### config.mk
export PLATFORM = sky130hd
export DESIGN_NAME = instr_encoder
export DESIGN_NICKNAME = d
export VERILOG_FILES = /design/src/rtl/instr_encoder.sv
export SDC_FILE = /design/constraint.sdc
export NUM_CORES = 1
export LEC_CHECK = 0
export ABC_CLOCK_PERIOD_IN_PS = 3500
export CAP_MARGIN = 20
export CORE_AREA = 2 2 88 107
export CTS_CLUSTER_DIAMETER = 80
export DETAILED_ROUTE_END_ITERATION = 6
export DIE_AREA = 0 0 90 109
export GPL_ROUTABILITY_DRIVEN = 0
export GPL_TIMING_DRIVEN = 0
export PLACE_DENSITY = 0.79
export SYNTH_ARGS = -nofsm -noshare
export SYNTH_HDL_FRONTEND = slang
export SYNTH_SLANG_ARGS = --single-unit
### constraint.sdc
create_clock -name clk -period 3.5 [get_ports clk]
set_clock_uncertainty 0.05 [all_clocks]
set_input_delay 1.05 -clock clk [delete_from_list [all_inputs] [get_ports clk]]
set_output_delay 1.05 -clock clk [all_outputs]
set_load 0.02 [all_outputs]
### src/rtl/instr_encoder.sv
// Encodes field-level instruction requests into RV32I words, expanding the LI pseudo-op
// into ADDI or LUI(+ADDI). One registered output word buffer with a pending-ADDI slot.
module instr_encoder #(
  parameter int CNT_W    = 16,
  parameter bit LI_ELIDE = 1'b1
) (
  input  logic             clk,
  input  logic             rst_n,
  input  logic             req_valid,
  output logic             req_ready,
  input  logic [2:0]       req_kind,
  input  logic [2:0]       req_func3,
  input  logic             req_alt,
  input  logic [4:0]       req_rd,
  input  logic [4:0]       req_rs1,
  input  logic [4:0]       req_rs2,
  input  logic [31:0]      req_imm,
  output logic             out_valid,
  input  logic             out_ready,
  output logic [31:0]      out_instr,
  output logic             out_last,
  output logic             err,
  output logic [CNT_W-1:0] words_sent
);

  typedef enum logic [1:0] {
    EMPTY = 2'd0,
    HOLD1 = 2'd1,
    HOLDA = 2'd2
  } state_t;

  localparam logic [2:0] K_OPR  = 3'd0;
  localparam logic [2:0] K_OPI  = 3'd1;
  localparam logic [2:0] K_LW   = 3'd2;
  localparam logic [2:0] K_SW   = 3'd3;
  localparam logic [2:0] K_BR   = 3'd4;
  localparam logic [2:0] K_JAL  = 3'd5;
  localparam logic [2:0] K_LI   = 3'd6;

  state_t      state;
  logic [31:0] pending_addi;

  logic [31:0] first_word;
  logic [31:0] second_word;
  logic        two_word;
  logic        reject;
  logic [6:0]  f7;
  logic [31:0] li_sum;
  logic        li_small;
  logic        accept;
  logic        load;
  logic        out_fire;

  // Handshake: a request transfers on req_valid & req_ready; a word transfers on
  // out_valid & out_ready. req_ready is a pure function of state and out_ready.
  assign req_ready = (state == EMPTY) | ((state == HOLD1) & out_ready);
  assign accept    = req_valid & req_ready;
  assign load      = accept & ~reject;
  assign out_fire  = out_valid & out_ready;

  always_comb begin
    first_word  = 32'h0;
    second_word = 32'h0;
    two_word    = 1'b0;
    reject      = 1'b0;
    f7          = req_alt ? 7'b0100000 : 7'b0000000;
    li_sum      = req_imm + 32'h0000_0800;
    li_small    = (req_imm == {{20{req_imm[11]}}, req_imm[11:0]});
    case (req_kind)
      K_OPR: begin
        first_word = {f7, req_rs2, req_rs1, req_func3, req_rd, 7'b0110011};
        // Only SUB (000) and SRA (101) have an alternate func7.
        reject     = req_alt & (req_func3 != 3'b000) & (req_func3 != 3'b101);
      end
      K_OPI: begin
        if (req_func3 == 3'b001 || req_func3 == 3'b101)
          first_word = {f7, req_imm[4:0], req_rs1, req_func3, req_rd, 7'b0010011};
        else
          first_word = {req_imm[11:0], req_rs1, req_func3, req_rd, 7'b0010011};
        reject = req_alt & (req_func3 != 3'b101);
      end
      K_LW: first_word = {req_imm[11:0], req_rs1, 3'b010, req_rd, 7'b0000011};
      K_SW: first_word = {req_imm[11:5], req_rs2, req_rs1, 3'b010, req_imm[4:0], 7'b0100011};
      K_BR: begin
        first_word = {req_imm[12], req_imm[10:5], req_rs2, req_rs1, req_func3,
                      req_imm[4:1], req_imm[11], 7'b1100011};
        reject     = req_imm[0];
      end
      K_JAL: begin
        first_word = {req_imm[20], req_imm[10:1], req_imm[11], req_imm[19:12],
                      req_rd, 7'b1101111};
        reject     = req_imm[0];
      end
      K_LI: begin
        // The +0x800 rounding compensates for ADDI sign-extending its low 12 bits.
        second_word = {req_imm[11:0], req_rd, 3'b000, req_rd, 7'b0010011};
        if (li_small) begin
          first_word = {req_imm[11:0], 5'd0, 3'b000, req_rd, 7'b0010011};
        end else begin
          first_word = {li_sum[31:12], req_rd, 7'b0110111};
          two_word   = ~(LI_ELIDE && (req_imm[11:0] == 12'h000));
        end
      end
      default: first_word = {req_imm[11:0], req_rs1, req_func3, req_rd, 7'b1110011};
    endcase
  end

  always_ff @(posedge clk) begin
    if (!rst_n) begin
      state        <= EMPTY;
      out_valid    <= 1'b0;
      out_instr    <= 32'h0;
      out_last     <= 1'b0;
      err          <= 1'b0;
      words_sent   <= '0;
      pending_addi <= 32'h0;
    end else begin
      err <= accept & reject;
      if (out_fire)
        words_sent <= words_sent + CNT_W'(1);
      if (load) begin
        out_instr    <= first_word;
        pending_addi <= second_word;
        out_valid    <= 1'b1;
        out_last     <= ~two_word;
        state        <= two_word ? HOLDA : HOLD1;
      end else begin
        case (state)
          HOLD1: begin
            if (out_ready) begin
              state     <= EMPTY;
              out_valid <= 1'b0;
              out_last  <= 1'b0;
            end
          end
          HOLDA: begin
            if (out_ready) begin
              state     <= HOLD1;
              out_instr <= pending_addi;
              out_last  <= 1'b1;
            end
          end
          default: ;
        endcase
      end
    end
  end

endmodule

==> results of run 1 <==
## layout make-up
class	count	area (µm²)
fill	806	3160
clock inverter	4	72.6
clock buffer	11	141
sequential	69	1380
tap	120	150
multi-input combinational	440	2630
inverter	13	48.8
buffer	40	191
timing repair buffer	106	1060
## layer usage
metal / wire length (µm) / up-vias
met5: 0 / -
met4: 825 / 0
met3: 1340 / 68
met2: 7070 / 316
met1: 5720 / 2305
li1: - / 2290
## per-stage QoR
| step | hold WS (ns) | power (mW) | area (µm²) |
|---|---|---|---|
| floorplan | 0.379 | 1.13 | 4250 |
| global placement | 0.386 | 1.37 | 5460 |
| detailed placement | 0.394 | 1.38 | 5460 |
| CTS | 0.404 | 2.10 | 5680 |
| global route | 0.428 | 2.18 | 5680 |
| finish | 0.401 | 2.11 | 5680 |
## flip-flops by register name, indices dropped and copies added (netlist names)
register      count
out_valid         1
words_sent       16
err               1
out_instr        31
state             2
pending_addi     18
## how the worst max path moves through the flow
stage | start | endpoint | slack (ns)
floorplan | req_imm[14] | out_instr[18] | 0.62
global placement | req_kind[2] | pending_addi[26] | -0.34
detailed placement | req_kind[2] | pending_addi[25] | -0.39
CTS | out_ready | req_ready | 0.10
global route | out_ready | req_ready | 0.03
finish | out_ready | req_ready | 0.08
## repair_timing
| item | CTS | global route |
|---|---|---|
| resized for setup | 1 | 2 |
| setup endpoints to repair | 8 | 11 |
| buffers inserted | 0 | 0 |
## power by group through the flow
stage                     combinational [mW]  sequential [mW]  clock (mW)
final                                  0.524            0.855       0.733
after global placement                 0.499            0.871           0
after CTS                              0.513            0.855       0.728
after global routing                   0.555            0.860       0.767
after detailed placement               0.509            0.872           0
after floorplan                        0.223            0.912           0
## Yosys cell counts, drive strengths merged, types with 7 or more instances
library cell / count
nand2: 69
nor3: 13
inv: 13
a21oi: 52
a21o: 7
xor2: 17
or3: 10
buf: 13
nor2: 50
nor4: 7
dfxtp: 69
xnor2: 14
o21ai: 36
o22ai: 13
mux2i: 15
nand3: 40
o211ai: 8
clkbuf: 28
## worst reg2reg max path: cells and delay by family (launching register included)
kind / cells / cell delay (ns)
buffers and inverters: 2 / 0.57
AO/OA/AOI/OAI: 3 / 0.52
flip-flops: 1 / 0.37
AND/OR/NAND/NOR: 2 / 0.75
## cells by family (layout without fill, tap and decap cells)
logic type	count (synthesis)	in the layout	synth area share [%]
simple gates	224	224	25.3
compound gates	168	168	26.0
flops	69	69	32.5
buf+inv	54	174	5.65
xor+xnor	31	31	6.39
mux	15	15	3.53
fa+ha+maj	2	2	0.588
==> results.md, run 1 <==
* Post-synthesis cell type count at 64
* Most frequent cells in the layout: clkdlybuf4s50_1 (106), nand2_1 (69), dfxtp_1 (69)
* CP required at 2.40 ns
* Mean Syn Cell Area at 7.55 µm²
* Buf/Inv on CP at 3
* Commonest non-fill, non-tap cell in the layout: clkdlybuf4s50_1
* Setup TNS at 0 ns
* Final Hold Viols at 0
* Clk_lat worst skew at 0.36 ns
* Area Growth Syn to Fin at 33.6%
* Hold EP: pending_addi[26]
* GRT busiest layer: met2
* DP HPWL at 11300 µm
* Top post-synthesis cells by area: dfxtp_1 (32%), a21oi_1 (6.1%), nand2_1 (6.1%), nand3_1 (4.7%), nor2_1 (4.4%)
* Logic pwr share at 24.8%
* Root buffer cell: clkbuf_8
* Met1 usage at 34.0%
* FF-to-FF path depth at 7
* Gate Count Post-Synth at 563
* Worst Path Arrival at 2.32 ns
* Reg clk slew, reported paths at 0.08 ns
* Non-Filler Instances at 803
* Async SR Flop Fraction at 0%
* Wire length of the first global-routing pass at 23400 µm
* Routed vias at 4979
* Fin crit share at 97.6%
* Pwr Density at 372 nW/µm²
* DIE HEIGHT at 109 µm
* Launch point of the worst reg-to-reg path: state[1]
* CTS tree: built
* Switching portion of total power at 30.5%
* Worst path max stage delay at 0.64 ns
* H-tree depth at 3
* Antenna Nets Post-Route at 0
* Mapped cell area at 4250 µm²
* Max transition margin at 45.4%
* Top delay family on crit path: buffers and inverters
* Flop pwr share at 40.5%
* WL per Instance at 18.6 µm
* Core Area at 8840 µm²
* Cell row count at 38
* Placed Cells at 789
* YS warnings at 0
* Top cell type by total area after synthesis: dfxtp_1
* Met3 Resource Use GR at 6.08%
* Setup slack, reg-to-reg at 1.17 ns
* Fin nets at 739
* Worst Tran Pin Value at 0.812 ns
* RSZ-0062 raised after global routing: false
* Tot GR Track Use at 30.0%
* WHS Path Cells at 2
* Status: complete, no violations
* Critical path, cell by cell: clkbuf_1 -> inv_1 -> a21oi_1 -> clkdlybuf4s50_1
* Pin count of the biggest net entering global routing at 12
* Crit. path cell count at 4
* Grt total ovfl at 0
* Dpl ws at -0.389 ns
* Synth Flop Type: dfxtp_1
* EDFF count, synth at 0
* Via density at 6.20
* Clock power frac at 34.7%
* Starting density of the core at 48.1%
* Finished Core Util at 64.2%
* Initial antenna violation count at 0
* Vias in the first global route at 4769
* Max IR drop VDD at 227 µV
* CP Class: primary input to output pin
* CTS max path bufs at 2
* Fmax at 0.293 GHz
* Overall routed net length at 14900 µm
* Worst setup margin at 0.0839 ns
* CP max-delay cell: clkdlybuf4s50_1
* Sequential-to-total area share from yosys stat at 32.5%
* Share of the synthesized area in the top cell type at 32.5%
* # port buffers at 106
* CP max FO at 8
* Final Max Slew Viols at 0
* Drt drc at 0
* Final setup fails at 0
* HP Class: flop to flop
* Post-synthesis net count at 623
* Die area at 9810 µm²
* Die Width at 90 µm
* IO Count at 110
* Psw at 643 µW
* Leakage power at 2.05 nW
* Num Clock Sinks at 69
* Cts bufs inserted at 9
* Critical R2R Capture: out_instr[22]
* 1st-iter DRT viols at 547
* Diode count at 0
* Hold Startpoint: pending_addi[26]
* Yosys reg bits at 69
* Crit end category: output pin
* CTS Hold Bufs at 0
* Startpoint Class: primary input
* Power Internal at 1.47 mW
* MaxCap Viol Count at 0
* Minimum clock period at 3.42 ns
* Layout cells sized above 1 at 5.56%
* Detailed Routing Iterations Pass 1 at 5
* Met2 Use GR at 52.4%
Note: power is estimated with default switching activity, not from simulation.
==> run 2, diff against run 1 <==
Settings changed: CORE_AREA 2 2 88 107 to 5 5 91 110, DIE_AREA 0 0 90 109 to 0 0 96 115.
==> run 2 against run 1 <==
- maximum frequency decreased by 1.8%
- register-to-register slack improved by 0.10 ns
- combinational power about the same
- non-clock buffer count increased by 1
- final area about the same
- total power decreased by 1.6%
- critical endpoint is now out_instr[30]
- die area increased by 13%
- count of clock-buffer cells in the layout decreased by 1
- global-route usage decreased by 2.2 points
- critical path depth increased by 5
- cell count increased by 0.25%
==> results.md, run 2 (synthesized netlist as in run 1, its figures left out) <==
* Antenna Nets Post-Route at 0
* Setup TNS at 0 ns
* FF-to-FF path depth at 7
* Minimum clock period at 3.48 ns
* Fmax at 0.287 GHz
* Max IR drop VDD at 257 µV
* Max reg flops at 31
* Worst Path Arrival at 3.67 ns
* Startpoint Class: primary input
* Crit end category: flop
* Finished Core Util at 64.2%
* CP max FO at 10
* Critical R2R Capture: out_instr[23]
* # port buffers at 106
* Wire length of the first global-routing pass at 23900 µm
* Total chip power at 2.08 mW
* Launch point of the worst reg-to-reg path: state[1]
* Worst Tran Pin Value at 0.824 ns
* Layout fillers at 796
* Final Hold Viols at 0
* CTS Hold Bufs at 0
* Final Max Slew Viols at 0
* Final Cell Area at 5680 µm²
* Die Width at 96 µm
* Tot GR Track Use at 27.8%
* Final hold slack at 0.403 ns
* Register name with the most flops: out_instr
* Core Area at 8840 µm²
* Clk_lat worst skew at 0.36 ns
* 1st-iter DRT viols at 474
* Cts bufs inserted at 9
* CP Class: primary input to flop
* Die area at 11000 µm²
* Hold Startpoint: pending_addi[29]
* WL per Instance at 18.8 µm
* Commonest non-fill, non-tap cell in the layout: clkdlybuf4s50_1
* Routed vias at 4989
* Fin nets at 740
* CTS max path bufs at 2
* Fin crit share at 99.4%
* H-tree depth at 3
* Final setup fails at 0
* Setup slack, reg-to-reg at 1.27 ns
* Reg clk slew, reported paths at 0.08 ns
* Area Growth Syn to Fin at 33.5%
* MaxCap Viol Count at 0
* Placed inst area at 5460 µm²
* Pin count of the biggest net entering global routing at 14
* Vias in the first global route at 5004
* WHS Path Cells at 2
* Hold EP: pending_addi[29]
* Pwr Density at 366 nW/µm²
* DP HPWL at 11600 µm
* Overall routed net length at 15100 µm
* Initial antenna violation count at 0
* Status: complete, no violations
* Leakage power at 2.04 nW
* Most frequent cells in the layout: clkdlybuf4s50_1 (106), nand2_1 (69), dfxtp_1 (69)
* HP Class: flop to flop
* Grt total ovfl at 0
* Num Clock Sinks at 69
* CP required at 3.69 ns
* Drt drc at 0
* Root buffer cell: clkbuf_8
* Starting density of the core at 48.1%
* Max transition margin at 44.6%
* Diode count at 0
* Biggest regs: out_instr (31), pending_addi (18), words_sent (16)
* Via density at 6.20
* CTS tree: built
* Detailed Routing Iterations Pass 1 at 6
* DIE HEIGHT at 115 µm
* Cell row count at 38
* IO Count at 110
* Layout cells sized above 1 at 5.84%
==> run 2: cell types whose count changed in the layout (fill, tap and decap cells not counted) <==
cell	delta
clkinvlp_4	+2
inv_6	+2
buf_1	+1
buf_2	+1
bufinv_16	-1
clkbuf_1	-1
clkbuf_4	-1
clkinv_2	-1
==> run 2: final cells by class <==
cell class	count	area [µm²]	share of cell area [%]
clock buffers	10	138	2.43
well taps	120	150	2.65
repair buffers	106	1060	18.7
inverters	13	48.8	0.860
flip-flops and latches	69	1380	24.3
clock inverters	6	70.1	1.23
multi-input cells	440	2630	46.4
plain buffers	41	193	3.40
==> run 2: critical path: stages <==
cell and delay (ns):
clkdlybuf4s50_1 0.56, or4_1 0.60, a41oi_2 0.32, o21a_1 0.15
buf_2 0.22, buf_2 0.31, o21ai_0 0.14, a31oi_1 0.22
o32ai_2 0.10
==> run 2: layer usage <==
| layer | up-vias | wire length, µm | global-route usage [%] | part of all wire [%] |
|---|---|---|---|---|
| met5 | - | 0 | 0 | 0 |
| met3 | 91 | 1170 | 3.80 | 7.8 |
| met4 | 0 | 1030 | 18.8 | 6.8 |
| li1 | 2294 | - | - | - |
| met1 | 2288 | 5810 | 33.0 | 38 |
| met2 | 316 | 7110 | 45.9 | 47 |
==> run 2: what timing repair did <==
action | in CTS | in global routing
gates resized for setup | 0 | 3
setup buffers | 0 | 0
setup endpoints to repair | 0 | 17
==> run 2: worst max-delay path by stage <==
| stage | from | to | depth (start not counted) |
|---|---|---|---|
| 3_5_place_dp | req_kind[2] | pending_addi[25] | 9 |
| 4_1_cts | req_kind[2] | pending_addi[25] | 9 |
| 2_1_floorplan | req_imm[14] | out_instr[18] | 7 |
| 3_3_place_gp | req_kind[2] | pending_addi[26] | 9 |
| 6_report | req_kind[0] | out_instr[30] | 9 |
| 5_1_grt | req_kind[0] | out_instr[30] | 9 |
==> run 2: per-stage QoR <==
stage / cells / worst slack (ns)
3_5_place_dp: 789 / -0.367
2_1_floorplan: 563 / 0.618
5_1_grt: 805 / -0.00323
4_1_cts: 805 / 0.00356
6_report: 805 / 0.0195
3_3_place_gp: 789 / -0.311
==> run 2: power breakdown <==
group | total, mW | internal [mW] | switching, mW | leakage [nW]
registers | 0.855 | 0.826 | 0.0290 | 0.563
clock network | 0.701 | 0.353 | 0.348 | 0.0955
logic | 0.522 | 0.226 | 0.296 | 1.38
==> run 3, diff against run 2 <==
Settings changed: CAP_MARGIN 20 to not set, GPL_ROUTABILITY_DRIVEN 0 to not set, RECOVER_POWER set to 50.
==> run 3 against run 2 <==
- routed wire length is 5.0% higher
- cell count is 0.12% lower
- core utilization is 0.28 points higher
- total power is 2.0% higher
- combinational power is 2% lower
- maximum frequency is 2.8% higher
- non-clock buffer count is 1 lower
- via count is 3.6% lower
- worst setup slack better by 0.094 ns
==> results.md, run 3 (synthesized netlist as in run 1, its figures left out) <==
* Status: complete, no violations
* Critical path, cell by cell: clkbuf_1 -> inv_1 -> a21oi_1 -> clkdlybuf4s50_1
* Register name with the most flops: out_instr
* Biggest regs: out_instr (31), pending_addi (18), words_sent (16)
* # port buffers at 106
* Leakage power at 2.20 nW
* Max transition margin at 30.1%
* WL per Instance at 19.7 µm
* Final Max Slew Viols at 0
* Setup slack, reg-to-reg at 1.04 ns
* Top Metal Used: met4
* Reg clk slew, reported paths at 0.08 ns
* Cts bufs inserted at 9
* Cell row count at 38
* Final setup fails at 0
* Clk_lat worst skew at 0.35 ns
* CP max-delay cell: clkdlybuf4s50_1
* Worst path max stage delay at 0.64 ns
* Metal3 WL at 1100 µm
* Area Growth Syn to Fin at 34.1%
* Worst setup margin at 0.113 ns
* Root buffer cell: clkbuf_8
* Met2 WL post-DR at 7680 µm
* HP Class: flop to flop
* Antenna Nets Post-Route at 0
* Final hold slack at 0.402 ns
* Final Hold Viols at 0
* Starting density of the core at 48.1%
* Max IR drop VDD at 245 µV
* Fin nets at 739
* Die Width at 96 µm
* Max reg flops at 31
* Crit end category: output pin
* Overall routed net length at 15900 µm
* Wire length of the first global-routing pass at 24800 µm
* H-tree depth at 3
* RD Place Congestion at 0.933
* Worst Path Arrival at 2.29 ns
* Grt total ovfl at 0
* Dpl ws at -0.448 ns
* Pin count of the biggest net entering global routing at 14
* Detailed Routing Iterations Pass 1 at 5
* Fmax at 0.295 GHz
* Vias in the first global route at 4808
* DP HPWL at 12200 µm
* MaxCap Viol Count at 0
* Routed vias at 4807
* IO Count at 110
* RSZ-0062 raised after global routing: false
* Core Area at 8840 µm²
* DIE HEIGHT at 115 µm
* CP max FO at 8
* Critical R2R Capture: out_instr[23]
* CP required at 2.40 ns
* Num Clock Sinks at 69
* CTS Hold Bufs at 0
* Drt drc at 0
* Most frequent cells in the layout: nand2_1 (69), dfxtp_1 (69), clkdlybuf4s50_1 (54)
* Initial antenna violation count at 0
* Metal-1 WL at 6370 µm
* Die area at 11000 µm²
* Startpoint Class: primary input
* Via density at 5.98
* Pwr Density at 372 nW/µm²
* Fin crit share at 96.8%
* Layout cells sized above 1 at 5.85%
* Launch point of the worst reg-to-reg path: state[1]
* Final Cell Area at 5700 µm²
* FF-to-FF path depth at 7
* CP Class: primary input to output pin
* Crit path capture: req_ready
* CTS max path bufs at 2
* Worst Tran Pin Value at 1.04 ns
* 1st-iter DRT viols at 410
* CTS tree: built
* Total chip power at 2.12 mW
* Minimum clock period at 3.39 ns
* Diode count at 0
* Tot GR Track Use at 29.3%
* Setup TNS at 0 ns
* Placed inst area at 5460 µm²
* Crit path launch: out_ready
run 3: cell types whose count changed in the layout (fill, tap and decap cells not counted), sizes merged:
| cell | previous run | this run |
|---|---|---|
| clkdlybuf4s50 | 106 | 54 |
| bufinv | 1 | 2 |
| clkinv | 0 | 2 |
| clkinvlp | 3 | 0 |
| dlygate4sd3 | 0 | 52 |
| buf | 13 | 12 |
run 3: worst min-delay path by stage:
stage / slack, ns / endpoint / startpoint / cells past startpoint
finish: 0.40 / pending_addi[26] / pending_addi[26] / 2
global route: 0.42 / pending_addi[30] / pending_addi[30] / 2
CTS: 0.40 / pending_addi[26] / pending_addi[26] / 2
detailed placement: 0.39 / pending_addi[26] / pending_addi[26] / 2
global placement: 0.39 / pending_addi[29] / pending_addi[29] / 2
floorplan: 0.38 / pending_addi[25] / pending_addi[25] / 2
run 3: power by group:
part	switching [mW]	internal (mW)	total, mW
Sequential	0.0258	0.826	0.852
Combinational	0.301	0.213	0.513
Clock	0.345	0.409	0.754
run 3: worst max-delay path, delay by kind of cell:
family / cells / cell delay (ns)
AO/OA/AOI/OAI: 1 / 0.20
buffers and inverters: 3 / 1.04
run 3: repair_timing:
| item | CTS | global route |
|---|---|---|
| setup buffers | 0 | 0 |
| pin swaps | 0 | 1 |
| endpoints found under the hold margin | 0 | 0 |
| setup endpoints to repair | 9 | 18 |
| resized for setup | 1 | 4 |
run 3: through the flow:
stage                     std cells  utilization (%)
after floorplan                 563                -
after global placement          789             61.8
after detailed placement        789             61.8
after CTS                       805             64.3
after global routing            804             64.5
final                           804             64.5
run 3: cell type report:
type / count / area (µm²)
fillers: 825 / 3140
multi-input cells: 440 / 2650
flip-flops and latches: 69 / 1380
repair buffers: 106 / 1060
plain buffers: 40 / 191
well taps: 120 / 150
clock buffers: 10 / 128
clock inverters: 6 / 95.1
inverters: 13 / 48.8
run 3: routing by layer:
layer | vias up | global-route usage (%)
li1 | 2294 | -
met1 | 2240 | 35.5
met2 | 233 | 48.9
met3 | 40 | 4.19
met4 | 0 | 17.1
met5 | - | 0
